===== src/rtl/batch_dispatcher.sv =====
// Batch dispatcher: buffers one conflict-free batch, issues each entry to the lowest free
// worker lane, and holds the next batch back until every lane of the current one reports done.
module batch_dispatcher #(
    parameter int MAX_BATCH_SIZE = 8,
    parameter int NUM_WORKERS    = 4,
    parameter int WID_W          = $clog2(NUM_WORKERS)
) (
    input  logic                   clk,
    input  logic                   rst_n,
    input  logic                   s_axis_tvalid,
    output logic                   s_axis_tready,
    input  logic [63:0]            s_axis_tdata_owner_programID,
    input  logic                   s_axis_tlast,
    output logic                   m_axis_tvalid,
    input  logic                   m_axis_tready,
    output logic [63:0]            m_axis_tdata_owner_programID,
    output logic [WID_W-1:0]       m_axis_tdata_worker_id,
    input  logic [NUM_WORKERS-1:0] worker_done,
    output logic [NUM_WORKERS-1:0] worker_busy,
    output logic                   batch_in_flight,
    output logic [31:0]            batches_dispatched,
    output logic [31:0]            txns_dispatched,
    output logic [31:0]            dispatch_stall_cycles,
    output logic [31:0]            forced_closes
);

    localparam int CNT_W = $clog2(MAX_BATCH_SIZE + 1);
    localparam int IDX_W = (MAX_BATCH_SIZE > 1) ? $clog2(MAX_BATCH_SIZE) : 1;

    typedef enum logic [1:0] {
        FILL     = 2'd0,
        DISPATCH = 2'd1,
        DRAIN    = 2'd2
    } state_t;

    state_t                 r_state;
    state_t                 w_state_next;

    logic [63:0]            r_buf [MAX_BATCH_SIZE];
    logic [CNT_W-1:0]       r_wr_idx;
    logic [CNT_W-1:0]       r_rd_idx;
    logic [CNT_W-1:0]       r_count;
    logic [NUM_WORKERS-1:0] r_busy;
    logic                   r_hold;
    logic [WID_W-1:0]       r_hold_wid;
    logic [31:0]            r_batches;
    logic [31:0]            r_txns;
    logic [31:0]            r_stall;
    logic [31:0]            r_forced;

    logic [NUM_WORKERS-1:0] w_free;
    logic [WID_W-1:0]       w_low_wid;
    logic [WID_W-1:0]       w_wid;
    logic                   w_dispatching;
    logic                   w_mvalid;
    logic                   w_in_hs;
    logic                   w_out_hs;
    logic                   w_last_wr;
    logic                   w_last_rd;
    logic                   w_close;
    logic                   w_stall;
    logic                   w_drain_done;
    logic [NUM_WORKERS-1:0] w_set;
    logic [NUM_WORKERS-1:0] w_busy_next;

    assign w_free        = ~r_busy;
    assign w_dispatching = (r_state == DISPATCH);
    assign s_axis_tready = (r_state == FILL) && rst_n;
    assign w_in_hs       = s_axis_tvalid && s_axis_tready;
    assign w_last_wr     = (r_wr_idx == CNT_W'(MAX_BATCH_SIZE - 1));
    assign w_close       = w_in_hs && (s_axis_tlast || w_last_wr);
    assign w_last_rd     = (r_rd_idx == (r_count - 1'b1));

    // Lowest-index free lane; scanning downward lets the lowest set bit win.
    always_comb begin
        w_low_wid = '0;
        for (int i = NUM_WORKERS - 1; i >= 0; i--) begin
            if (w_free[i]) begin
                w_low_wid = WID_W'(i);
            end
        end
    end

    // Once an offer is pending, the held lane wins even if a lower lane frees up.
    assign w_wid        = r_hold ? r_hold_wid : w_low_wid;
    assign w_mvalid     = w_dispatching && (r_hold || (w_free != '0));
    assign w_out_hs     = w_mvalid && m_axis_tready;
    assign w_stall      = w_dispatching && ((w_free == '0) || (w_mvalid && !m_axis_tready));
    assign w_drain_done = (r_state == DRAIN) && (r_busy == '0);

    assign m_axis_tvalid                = w_mvalid;
    assign m_axis_tdata_worker_id       = w_mvalid ? w_wid : '0;
    assign m_axis_tdata_owner_programID = w_mvalid ? r_buf[r_rd_idx[IDX_W-1:0]] : '0;

    assign worker_busy           = r_busy;
    assign batch_in_flight       = (r_state == DISPATCH) || (r_state == DRAIN);
    assign batches_dispatched    = r_batches;
    assign txns_dispatched       = r_txns;
    assign dispatch_stall_cycles = r_stall;
    assign forced_closes         = r_forced;

    always_comb begin
        w_set = '0;
        if (w_out_hs) begin
            w_set[w_wid] = 1'b1;
        end
        w_busy_next = (r_busy & ~worker_done) | w_set;
    end

    always_comb begin
        w_state_next = r_state;
        case (r_state)
            FILL:     if (w_close) w_state_next = DISPATCH;
            DISPATCH: if (w_out_hs && w_last_rd) w_state_next = DRAIN;
            DRAIN:    if (r_busy == '0) w_state_next = FILL;
            default:  w_state_next = FILL;
        endcase
    end

    always_ff @(posedge clk) begin
        if (!rst_n) begin
            r_state    <= FILL;
            r_wr_idx   <= '0;
            r_rd_idx   <= '0;
            r_count    <= '0;
            r_busy     <= '0;
            r_hold     <= 1'b0;
            r_hold_wid <= '0;
            r_batches  <= '0;
            r_txns     <= '0;
            r_stall    <= '0;
            r_forced   <= '0;
        end else begin
            r_state <= w_state_next;
            r_busy  <= w_busy_next;
            r_hold  <= w_mvalid && !m_axis_tready;
            if (w_mvalid && !m_axis_tready) begin
                r_hold_wid <= w_wid;
            end
            if (w_in_hs) begin
                r_wr_idx <= r_wr_idx + 1'b1;
                if (w_close) begin
                    r_count <= r_wr_idx + 1'b1;
                end
                if (!s_axis_tlast && w_last_wr) begin
                    r_forced <= r_forced + 32'd1;
                end
            end
            if (w_out_hs) begin
                r_rd_idx <= r_rd_idx + 1'b1;
                r_txns   <= r_txns + 32'd1;
            end
            if (w_stall) begin
                r_stall <= r_stall + 32'd1;
            end
            if (w_drain_done) begin
                r_batches <= r_batches + 32'd1;
                r_wr_idx  <= '0;
                r_rd_idx  <= '0;
                r_count   <= '0;
            end
        end
    end

    // Entry storage carries no reset; indices alone define what is valid.
    always_ff @(posedge clk) begin
        if (w_in_hs) begin
            r_buf[r_wr_idx[IDX_W-1:0]] <= s_axis_tdata_owner_programID;
        end
    end

endmodule


===== config.mk =====
export PLATFORM = sky130hd
export DESIGN_NAME = batch_dispatcher
export DESIGN_NICKNAME = d
export VERILOG_FILES = /design/src/rtl/batch_dispatcher.sv
export SDC_FILE = /design/constraint.sdc
export NUM_CORES = 1
export LEC_CHECK = 0
export CAP_MARGIN = 15
export CORE_ASPECT_RATIO = 1.4
export CORE_UTILIZATION = 51
export CTS_CLUSTER_DIAMETER = 40
export DETAILED_ROUTE_END_ITERATION = 16
export GPL_ROUTABILITY_DRIVEN = 0
export HOLD_SLACK_MARGIN = 0.03
export PLACE_DENSITY = 0.76
export SLEW_MARGIN = 20
export SYNTH_ARGS = -nofsm -noshare
export SYNTH_HDL_FRONTEND = slang
export SYNTH_SLANG_ARGS = --single-unit

===== constraint.sdc =====
create_clock -name clk -period 7.12 [get_ports clk]
set_input_delay 1.78 -clock clk [delete_from_list [all_inputs] [get_ports clk]]
set_output_delay 1.78 -clock clk [all_outputs]
set_load 0.02 [all_outputs]

Word level (Yosys, flattened, before mapping)
Memories as Yosys holds them, arrays and structs flattened. A register that Yosys moved wholly into a read port is not among the register bits.
Cells that the tools add are included.
- equal/unequal tests: 7
- reduce and logical (&&, ||, !) cells: 25
- order comparisons: 2
- muxes and demuxes: 18
- $add $sub $neg: 7
- bitwise gates (word level): 5
- operators with widths (kind ; number):
    $add A32 B1 Y32 const B ; 4
    $mux W64 ; 1
    $mux W2 ; 9
    $logic_and A1 B1 Y1 ; 11
    $add A4 B1 Y4 const B ; 2
    $logic_not A4 Y1 ; 2
    $not A4 Y4 ; 2
    $mux W3 ; 2
    $pmux W2 S3 ; 1
    $and A4 B4 Y4 ; 1
    $eq A4 B3 Y1 const B ; 1
    $eq A4 B4 Y1 ; 1
    $logic_or A1 B1 Y1 ; 4
    $mux W4 ; 1
    $ne A2 B1 Y1 const B ; 2
    $or A4 B4 Y4 ; 1
    $reduce_and A2 Y1 ; 2
    $reduce_bool A4 Y1 ; 1
    $sub A4 B1 Y4 const B ; 1
    $lt A2 B3 Y1 const B ; 1
    $mux W1 ; 3
    $reduce_and A3 Y1 ; 1
    $demux W1 S2 ; 1
    $eq A2 B1 Y1 const B ; 1
    7 further kinds ; 8
- RAM bits: 512
- memories kept: 1
- input bits: 73
- word-level logic and storage cells: 76
- register bits after elaboration: 149
- output and inout port bits: 201
- memories (memory ; depth ; bits a word ; rd ports ; clocked after Yosys merged registers in ; write ports ; RTL line ; text):
    r_buf ; 8 ; 64 ; 1 ; 1 ; 1 ; 39 ; logic [63:0] r_buf [MAX_BATCH_SIZE];

Longest topological paths before layout
Gate-level depths: netlist (run 1).
- word-level depth: 12
- gate-level depth with buffers: 9
- gate-level depth less buffers: 7

Worst setup path before layout (run 1)
Ideal clock, no wire load.
- path type: input-to-reg
- start: input rst_n
- end: memory r_buf[0][0] (enable)
- stages: 4
- arrival time: 6766 ps
- data required time: 6555 ps
- path buffers: 1
- path slack: -211 ps
- cells stage by stage: clkbuf_1 and3_1 nand2b_1 nor3_1
- longest elaborated chain between the ends: 4
- RTL lines (element ; RTL line ; text):
    start: declaration ; 9 ; input logic rst_n,
    $logic_and A1 B1 Y1 ; 68 ; assign s_axis_tready = (r_state == FILL) && rst_n;
    $logic_and A1 B1 Y1 ; 69 ; assign w_in_hs = s_axis_tvalid && s_axis_tready;
    $mux W1 ; 167 ; if (w_in_hs) begin
    $mux W1 (not written as such) ; 168 ; r_buf[r_wr_idx[IDX_W-1:0]] <= s_axis_tdata_owner_programID;
    end: declaration ; 39 ;
Every way passes these cells.

==> out/metrics.yaml, run 1 <==
path_cells: "buf_4 -> mux4_2 -> mux2i_1 -> nor2_1 -> clkdlybuf4s50_1"
rsz0062_at_grt: "false"
start_kind: "register"
critical_path_class: "reg -> out"
die_area_um2: 52900
synth_cells: 1664
grt_pass1_vias: 16000
fillers: 3641
avgRoutedWirePerCell_um: 22.3
insertion_delay_ns: 0.61
cts_resized: 0
rrSetupSlack_ns: 4.31
dr.pass1.iters: 5
start_util_pct: 51.8
synth-edff-count: 512
portBuffers: 273
power_density_nw_per_um2: 268
coreArea_um2: 51100
min_period_ns: 5.33
cp_max_fo: 62
layout.nets: 2043
avgSynthCellArea_um2: 15.9
cts.htree.levels: 3
run_status: "complete, no violations"
seqPwrFrac_pct: 49.2
rows: 98
irDropWorstVdd_uv: 234
cp.required_ns: 5.34
synth_area_leaders: "edfxtp_1, dfxtp_1, mux4_2"
post-route-period-util_pct: 74.8
holdWs_ns: 0.482
p_int_w: 0.00673
swShare_pct: 22.5
fin_cells: 2667
root_buffer: "clkbuf_16"
cts_tree: "done"
antenna_found_initial: 4
reg2reg_depth: 7
synth_top_cell_by_area: "edfxtp_1"
critPathArrivalTime_ns: 3.55
async_flop_share_pct: 0
drc_errors: 0
switching_power_w: 0.00195
clock-sinks: 664
dpl.hpwl_mm: 36.3
r2r_start: "r_state[0]"
post_cts_buffers: 0
routed_wl_mm: 59.4
finalHoldViolations: 0
final_core_util_pct: 63.5
relSlewSlack_pct: 28.8
track_usage_pct: 22.7
drive_gt1_share_pct: 14.5
worst_pin_slew_ns: 1.07
mostFrequentLayoutCells: "edfxtp_1, clkdlybuf4s50_1, nor2_1, dfxtp_1, mux4_2"
crit_path_end_kind: "primary output"
layout_commonest_cell: "edfxtp_1"
regArea_um2: 18400
power_leakage_nw: 10.1
max_freq_ghz: 0.188
r2r_end: "r_buf[0][41]"
seq_area_frac_synth_pct: 69.5
dp_cells: 2534
yosysTopAreaCellShare_pct: 58.0
antenna_left: 0
die_height_um: 272
cp-endpoint: "m_axis_tdata_owner_programID[51]"
setup_viol: 0
overflow: 0
numCtsBuffers: 73
tns_ns: 0
synthToLayoutAreaGrowth_pct: 22.5
critPathMaxStageDelay_ns: 0.95
vias: 15400
io_pins: 274
clk_pin_slew_ns: 0.06
ys_types: 56
pwr-share-comb_pct: 8.0
multi_input_area_um2: 7720
slew_violations: 0
synth.net_count: 1748
cts.path.max_buffers: 3
ys.flop_type: "edfxtp_1"
total_power_w: 0.00868
synthesis.area_um2: 26500
finalClockSkew_ns: 0.0332
cap_violations: 0
slowest_stage: "dfxtp_4"
viasPerCell: 5.79
grt_pass1_wl_mm: 91.2
p_clk_share_pct: 42.8
yosys_warnings: 0
ys_ff_latch: 664
hold_buffers: 0
hold_class: "reg -> reg"
detail_route.iter0.violations: 786
die_w_um: 195
grt_max_degree: 92
[critical path: cells and delay by family (launching register included)]
kind / cells / cell delay [ns]
flip-flops: 1 / 0.95
AND/OR/NAND/NOR: 1 / 0.26
buffers and inverters: 2 / 1.29
multiplexers: 2 / 0.40
[cell families (layout without fill, tap and decap cells)]
logic type	Yosys count	count (layout)	synth area share, %
DFF	664	664	69.5
muxes	209	209	13.9
adders and majority gates	11	11	0.519
xor gates and xnor gates	84	84	2.83
buffers and inverters	109	461	1.65
AOI/OAI and AO/OA	102	102	2.31
and+or+nand+nor	485	485	9.23
other	0	1	0
[worst min path at each step]
stage | end | depth (start not counted) | from
after floorplan | r_hold_wid[1] | 2 | r_hold_wid[1]
after global placement | dispatch_stall_cycles[31] | 2 | dispatch_stall_cycles[31]
after detailed placement | forced_closes[31] | 2 | forced_closes[31]
after global routing | txns_dispatched[31] | 2 | txns_dispatched[31]
final | forced_closes[31] | 2 | forced_closes[31]
after CTS | dispatch_stall_cycles[31] | 2 | dispatch_stall_cycles[31]
[cell type report]
type,count,area share (%)
clock buffer,88,6.16
tap,650,2.51
timing repair buffer,298,9.18
antenna,1,0.00771
clock inverter,44,1.20
multi-input combinational,891,23.8
inverter,31,0.362
sequential,664,56.8
[layer usage]
layer | global-route usage, % | up-vias | part of all wire (%)
met4 | 7.54 | 6 | 2.4
li1 | - | 7027 | -
met1 | 27.7 | 7843 | 40
met3 | 5.58 | 96 | 6.7
met2 | 39.3 | 475 | 51
met5 | 0 | - | 0.069
[synth_stat cells (9+ instances only)]
cell type	count
edfxtp_1	512
nor2_1	165
dfxtp_1	152
mux4_2	128
mux2i_1	81
nand2_1	76
clkbuf_1	52
xnor2_1	49
nand3_1	48
a21oi_1	42
nand4_1	34
xor2_1	34
o21ai_0	31
inv_1	30
nor3_1	28
or3_1	25
nand2b_1	21
and3_1	19
buf_2	17
nor4_1	17
and4_1	16
ha_1	11
or4_1	11
o31ai_1	9
[power by group through the flow]
stage	combinational [W]	sequential, W	clock (W)
3_3_place_gp	0.000691	0.00435	0
4_1_cts	0.000707	0.00427	0.00379
2_1_floorplan	0.000421	0.00433	0
3_5_place_dp	0.000702	0.00435	0
5_1_grt	0.000746	0.00428	0.00394
6_report	0.000697	0.00427	0.00372
[flip-flops by register name, summed over array words and instances, names as in the netlist, named ones only]
signal                 cells
r_buf                    512
batches_dispatched        32
dispatch_stall_cycles     32
forced_closes             32
txns_dispatched           32
r_count                    4
r_rd_idx                   4
r_wr_idx                   4
worker_busy                4
r_hold_wid                 2
r_state                    2
r_hold                     1
[metrics by stage]
| step | area, µm² | setup WS (ns) |
|---|---|---|
| after floorplan | 26500 | 1.47 |
| after global placement | 30100 | 2.28 |
| after detailed placement | 30100 | 2.29 |
| after CTS | 32400 | 1.64 |
| after global routing | 32500 | 1.50 |
| final | 32500 | 1.79 |
(Power assumes the default switching activity.)
==> run 2: changes to the inputs <==
- CORE_UTILIZATION: 51 -> 57
- PLACE_DENSITY: 0.76 -> 0.8
- clock period: 7.12 -> 5 ns (I/O delays scaled with it)
==> run 2 against run 1 <==
Clock skew is 0.0054 ns lower. Sequential cell count stayed put. Cell count is 1.6% lower. Critical path depth stayed put. Highest routed layer unchanged. Via count is 0.84% higher. Largest power group unchanged. Hold slack worse by 0.0065 ns. Non-clock buffer count is 4 higher. Largest cell class unchanged. Setup slack worse by 1.3 ns.
==> out/metrics.yaml, run 2 (same netlist as run 1, synthesis figures left out) <==
run_status: "complete, no violations"  # unchanged
routed_wl_mm: 58.3  # was 59.4 mm
root_buffer: "clkbuf_16"  # unchanged
relSlewSlack_pct: 29.8  # was 28.8%
avgRoutedWirePerCell_um: 22.2  # was 22.3 µm
antenna_left: 0  # unchanged
cp_max_fo: 26  # was 62
layout_commonest_cell: "edfxtp_1"  # unchanged
grt_max_degree: 114  # was 92
clk_pin_slew_ns: 0.06  # about the same
track_usage_pct: 25.2  # was 22.7%
cts.htree.levels: 3  # unchanged
portBuffers: 273  # unchanged
post-route-period-util_pct: 90.5
irDropWorstVdd_uv: 363  # was 234 µV
rows: 93  # was 98
drive_gt1_share_pct: 13.9  # was 14.5%
dpl.hpwl_mm: 34.0  # was 36.3 mm
cap_violations: 0  # unchanged
dr.pass1.iters: 5  # unchanged
insertion_delay_ns: 0.58  # was 0.61 ns
cts_resized: 0  # unchanged
rsz0062_at_grt: "false"  # unchanged
synthToLayoutAreaGrowth_pct: 21.7  # was 22.5%
viasPerCell: 5.93  # was 5.79
start_util_pct: 57.6  # was 51.8%
drc_errors: 0  # unchanged
grt_pass1_vias: 15900  # was 16.0k
layout.nets: 2044  # was 2043
cp.required_ns: 3.75  # was 5.34 ns
final_core_util_pct: 70.2  # was 63.5%
grt_pass1_wl_mm: 89.7  # was 91.2 mm
antenna_found_initial: 5  # was 4
numCtsBuffers: 70  # was 73
cts.path.max_buffers: 3  # unchanged
post_cts_buffers: 0  # unchanged
rrSetupSlack_ns: 2.36  # was 4.31 ns
setup_viol: 0  # unchanged
hold_buffers: 0  # unchanged
hold_class: "reg -> reg"  # unchanged
die_height_um: 257  # was 272 µm
die_w_um: 184  # was 195 µm
cts_tree: "done"  # unchanged
dp_cells: 2505  # was 2534
slew_violations: 0  # unchanged
critical_path_class: "reg -> out"  # unchanged
max_freq_ghz: 0.221
power_leakage_nw: 10.0  # was 10.1 nW
clock-sinks: 664  # unchanged
critPathArrivalTime_ns: 3.28  # was 3.55 ns
io_pins: 274  # unchanged
detail_route.iter0.violations: 1076  # was 786
power_density_nw_per_um2: 369  # was 268 nW/µm²
min_period_ns: 4.53
crit_path_end_kind: "primary output"  # unchanged
mostFrequentLayoutCells: "edfxtp_1, clkdlybuf4s50_1, nor2_1, dfxtp_1, mux4_2"  # unchanged
overflow: 0  # unchanged
start_kind: "register"  # unchanged
vias: 15600  # was 15.4k
finalClockSkew_ns: 0.0278  # was 0.0332 ns
fin_cells: 2625  # was 2667
finalHoldViolations: 0  # unchanged
coreArea_um2: 46000  # was 51100 µm²
worst_pin_slew_ns: 1.05  # was 1.07 ns
largest_reg_flops: 512  # unchanged
die_area_um2: 47400  # was 52900 µm²
## run 2: power breakdown
part,switching [W],internal [W],leakage [nW]
clock network,0.00208,0.00275,1.03
logic,0.000542,0.000468,3.15
registers,0.0000466,0.00601,5.85
## run 2: cell type report
type | count | area [µm²]
fillers | 2941 | 13700
repair buffers | 302 | 3090
multi-input cells | 891 | 7720
flip-flops and latches | 664 | 18400
well taps | 617 | 772
clock buffers | 85 | 1840
clock inverters | 34 | 287
diodes | 1 | 2.50
inverters | 31 | 118
## run 2: critical path: stages (launching register included)
cell             delay, ns
dfxtp_1               0.46
nand4_1               0.22
o21ai_4               0.85
buf_4                 0.48
nor2_1                0.11
clkdlybuf4s50_1       0.57
## run 2: metrics by stage
step	total power [W]	hold WS [ns]	setup slack (ns)	area [µm²]	setup TNS (ns)
2_1_floorplan	0.00676	0.476	-0.0817	26500	-20.48
3_3_place_gp	0.00716	0.458	1.14	30100	0
3_5_place_dp	0.00719	0.471	1.08	30100	0
4_1_cts	0.0120	0.482	0.469	32300	0
5_1_grt	0.0123	0.505	0.301	32300	0
6_report	0.0119	0.475	0.473	32300	0
## run 2: final timing paths
kind | from | endpoint | cells after the start
worst max-delay path | worker_busy[3] | m_axis_tdata_owner_programID[49] | 5
worst min-delay path | forced_closes[31] | forced_closes[31] | 2
worst max register to register | r_wr_idx[1] | forced_closes[28] | 6
worst min register to register | forced_closes[31] | forced_closes[31] | 2
## run 2: routing by layer
layer / GRT usage, % / up-vias / part of all wire (%)
met5: 0 / - / 0.11
met4: 8.77 / 10 / 2.2
met3: 5.45 / 112 / 7.5
met2: 43.6 / 611 / 52
met1: 31.1 / 7822 / 38
li1: - / 7022 / -
==> run 3: changes to the inputs <==
- REMOVE_ABC_BUFFERS: unset -> 1
==> run 3 against run 2 <==
Critical path depth did not move. Cell count rose by 0.34%. First-iteration DRC count down 3.1%. Sequential power about the same. Final area up 0.21%. Sequential cell count stayed put. Hold slack hardly changed. Largest power group unchanged. Highest routed layer unchanged.
==> out/metrics.yaml, run 3 (same netlist as run 1, synthesis figures left out) <==
use_met3_pct: 5.26  # was 5.45%
largest_reg_flops: 512  # unchanged
cts.htree.levels: 3  # unchanged
avgRoutedWirePerCell_um: 22.5  # was 22.2 µm
cp.required_ns: 3.75  # about the same
antenna_left: 0  # unchanged
fin_cells: 2634  # was 2625
gr-max-usage-layer: "met2"  # unchanged
cts_resized: 0  # unchanged
critical_path_class: "reg -> out"  # unchanged
r2r_start: "r_wr_idx[1]"  # unchanged
critical-path-top-delay-family: "buffers and inverters"  # unchanged
hold_start: "forced_closes[31]"  # unchanged
rows: 93  # unchanged
critPathArrivalTime_ns: 3.29  # was 3.28 ns
irDropWorstVdd_uv: 352  # was 363 µV
power_density_nw_per_um2: 369  # about the same
slowest_stage: "dfxtp_4"  # was o21ai_4
vias: 15600  # about the same
cts.path.max_buffers: 3  # unchanged
track_usage_pct: 25.5  # was 25.2%
cts_tree: "done"  # unchanged
viasPerCell: 5.92  # was 5.93
overflow: 0  # unchanged
drc_errors: 0  # unchanged
root_buffer: "clkbuf_16"  # unchanged
start_kind: "register"  # unchanged
clock-sinks: 664  # unchanged
post_cts_buffers: 0  # unchanged
grt_pass1_wl_mm: 90.4  # was 89.7 mm
antenna_found_initial: 7  # was 5
io_pins: 274  # unchanged
portBuffers: 273  # unchanged
path_cells: "buf_12 -> mux4_2 -> mux2i_1 -> nor2_1 -> clkdlybuf4s50_1"  # was nand4_1 -> o21ai_4 -> buf_4 -> nor2_1 -> clkdlybuf4s50_1
dp_cells: 2508  # was 2505
die_height_um: 257  # unchanged
path_buf_inv: 2  # unchanged
drive_gt1_share_pct: 14.2  # was 13.9%
final_core_util_pct: 70.3  # was 70.2%
hold_buffers: 0  # unchanged
coreArea_um2: 46000  # unchanged
fillers: 2965  # was 2941
critPathMaxStageDelay_ns: 0.77  # was 0.85 ns
holdWs_ns: 0.475  # about the same
layout.nets: 2045  # was 2044
synthToLayoutAreaGrowth_pct: 22.0  # was 21.7%
start_util_pct: 57.6  # unchanged
routed_wl_mm: 59.3  # was 58.3 mm
detail_route.iter0.violations: 1043  # was 1076
power_leakage_nw: 10.1  # was 10.0 nW
min_period_ns: 4.54  # was 4.53 ns
worst_pin_slew_ns: 0.934  # was 1.05 ns
cap_violations: 0  # unchanged
finalClockSkew_ns: 0.0301  # was 0.0278 ns
finalHoldViolations: 0  # unchanged
grt_pass1_vias: 16000  # was 15.9k
post-route-period-util_pct: 90.9  # was 90.5%
run_status: "complete, no violations"  # unchanged
tns_ns: 0  # unchanged
slew_violations: 0  # unchanged
hold_class: "reg -> reg"  # unchanged
cp_max_fo: 34  # was 26
relSlewSlack_pct: 37.6  # was 29.8%
dpl.hpwl_mm: 34.9  # was 34.0 mm
mostFrequentLayoutCells: "edfxtp_1, clkdlybuf4s50_1, nor2_1, dfxtp_1, mux4_2"  # unchanged
die_area_um2: 47400  # unchanged
crit_path_end_kind: "primary output"  # unchanged
dr.pass1.iters: 5  # unchanged
grt_util_met2_pct: 44.9  # was 43.6%
die_w_um: 184  # unchanged
max_freq_ghz: 0.220  # was 0.221 GHz
insertion_delay_ns: 0.60  # was 0.58 ns
layout_commonest_cell: "edfxtp_1"  # unchanged
numCtsBuffers: 68  # was 70
grt_max_degree: 65  # was 114
use_met1_pct: 30.2  # was 31.1%
setup_viol: 0  # unchanged
total_power_w: 0.0119  # about the same
clk_pin_slew_ns: 0.06  # about the same
rsz0062_at_grt: "false"  # unchanged
run 3: final cells by class:
| cell class | count | area (µm²) | share of cell area, % |
|---|---|---|---|
| Clock buffer | 79 | 1760 | 5.46 |
| Sequential cell | 664 | 18400 | 57.0 |
| Multi-Input combinational cell | 891 | 7710 | 23.9 |
| Clock inverter | 44 | 382 | 1.18 |
| Inverter | 31 | 118 | 0.364 |
| Tap cell | 617 | 772 | 2.39 |
| Antenna cell | 3 | 7.51 | 0.0232 |
| Timing Repair Buffer | 305 | 3140 | 9.72 |
run 3: power breakdown:
part	internal [W]	switching [W]	total [W]
logic	0.000470	0.000547	0.00102
clock network	0.00269	0.00214	0.00483
registers	0.00601	0.0000529	0.00607
run 3: through the flow:
stage,worst slack [ns],cell area (µm²)
3_5_place_dp,1.10,30200
6_report,0.455,32300
2_1_floorplan,-2.61,26200
4_1_cts,0.430,32300
5_1_grt,0.286,32300
3_3_place_gp,1.10,30200
run 3: worst min-delay path: stages, from the launching register on:
cell     delay (ns)
dfxtp_1        0.32
nand2_1        0.06
mux2i_1        0.05
run 3: metal layers:
layer | part of all wire, % | routed length [µm]
met1 | 38 | 22200
met2 | 52 | 31100
met3 | 7.1 | 4200
met4 | 2.9 | 1700
met5 | 0.091 | 54
run 3: final timing paths:
path | to | slack [ns] | cells past startpoint
worst max-delay path | m_axis_tdata_owner_programID[33] | 0.46 | 5
worst min-delay path | forced_closes[31] | 0.48 | 2
worst max register to register | forced_closes[22] | 2.35 | 6
worst min register to register | forced_closes[31] | 0.48 | 2
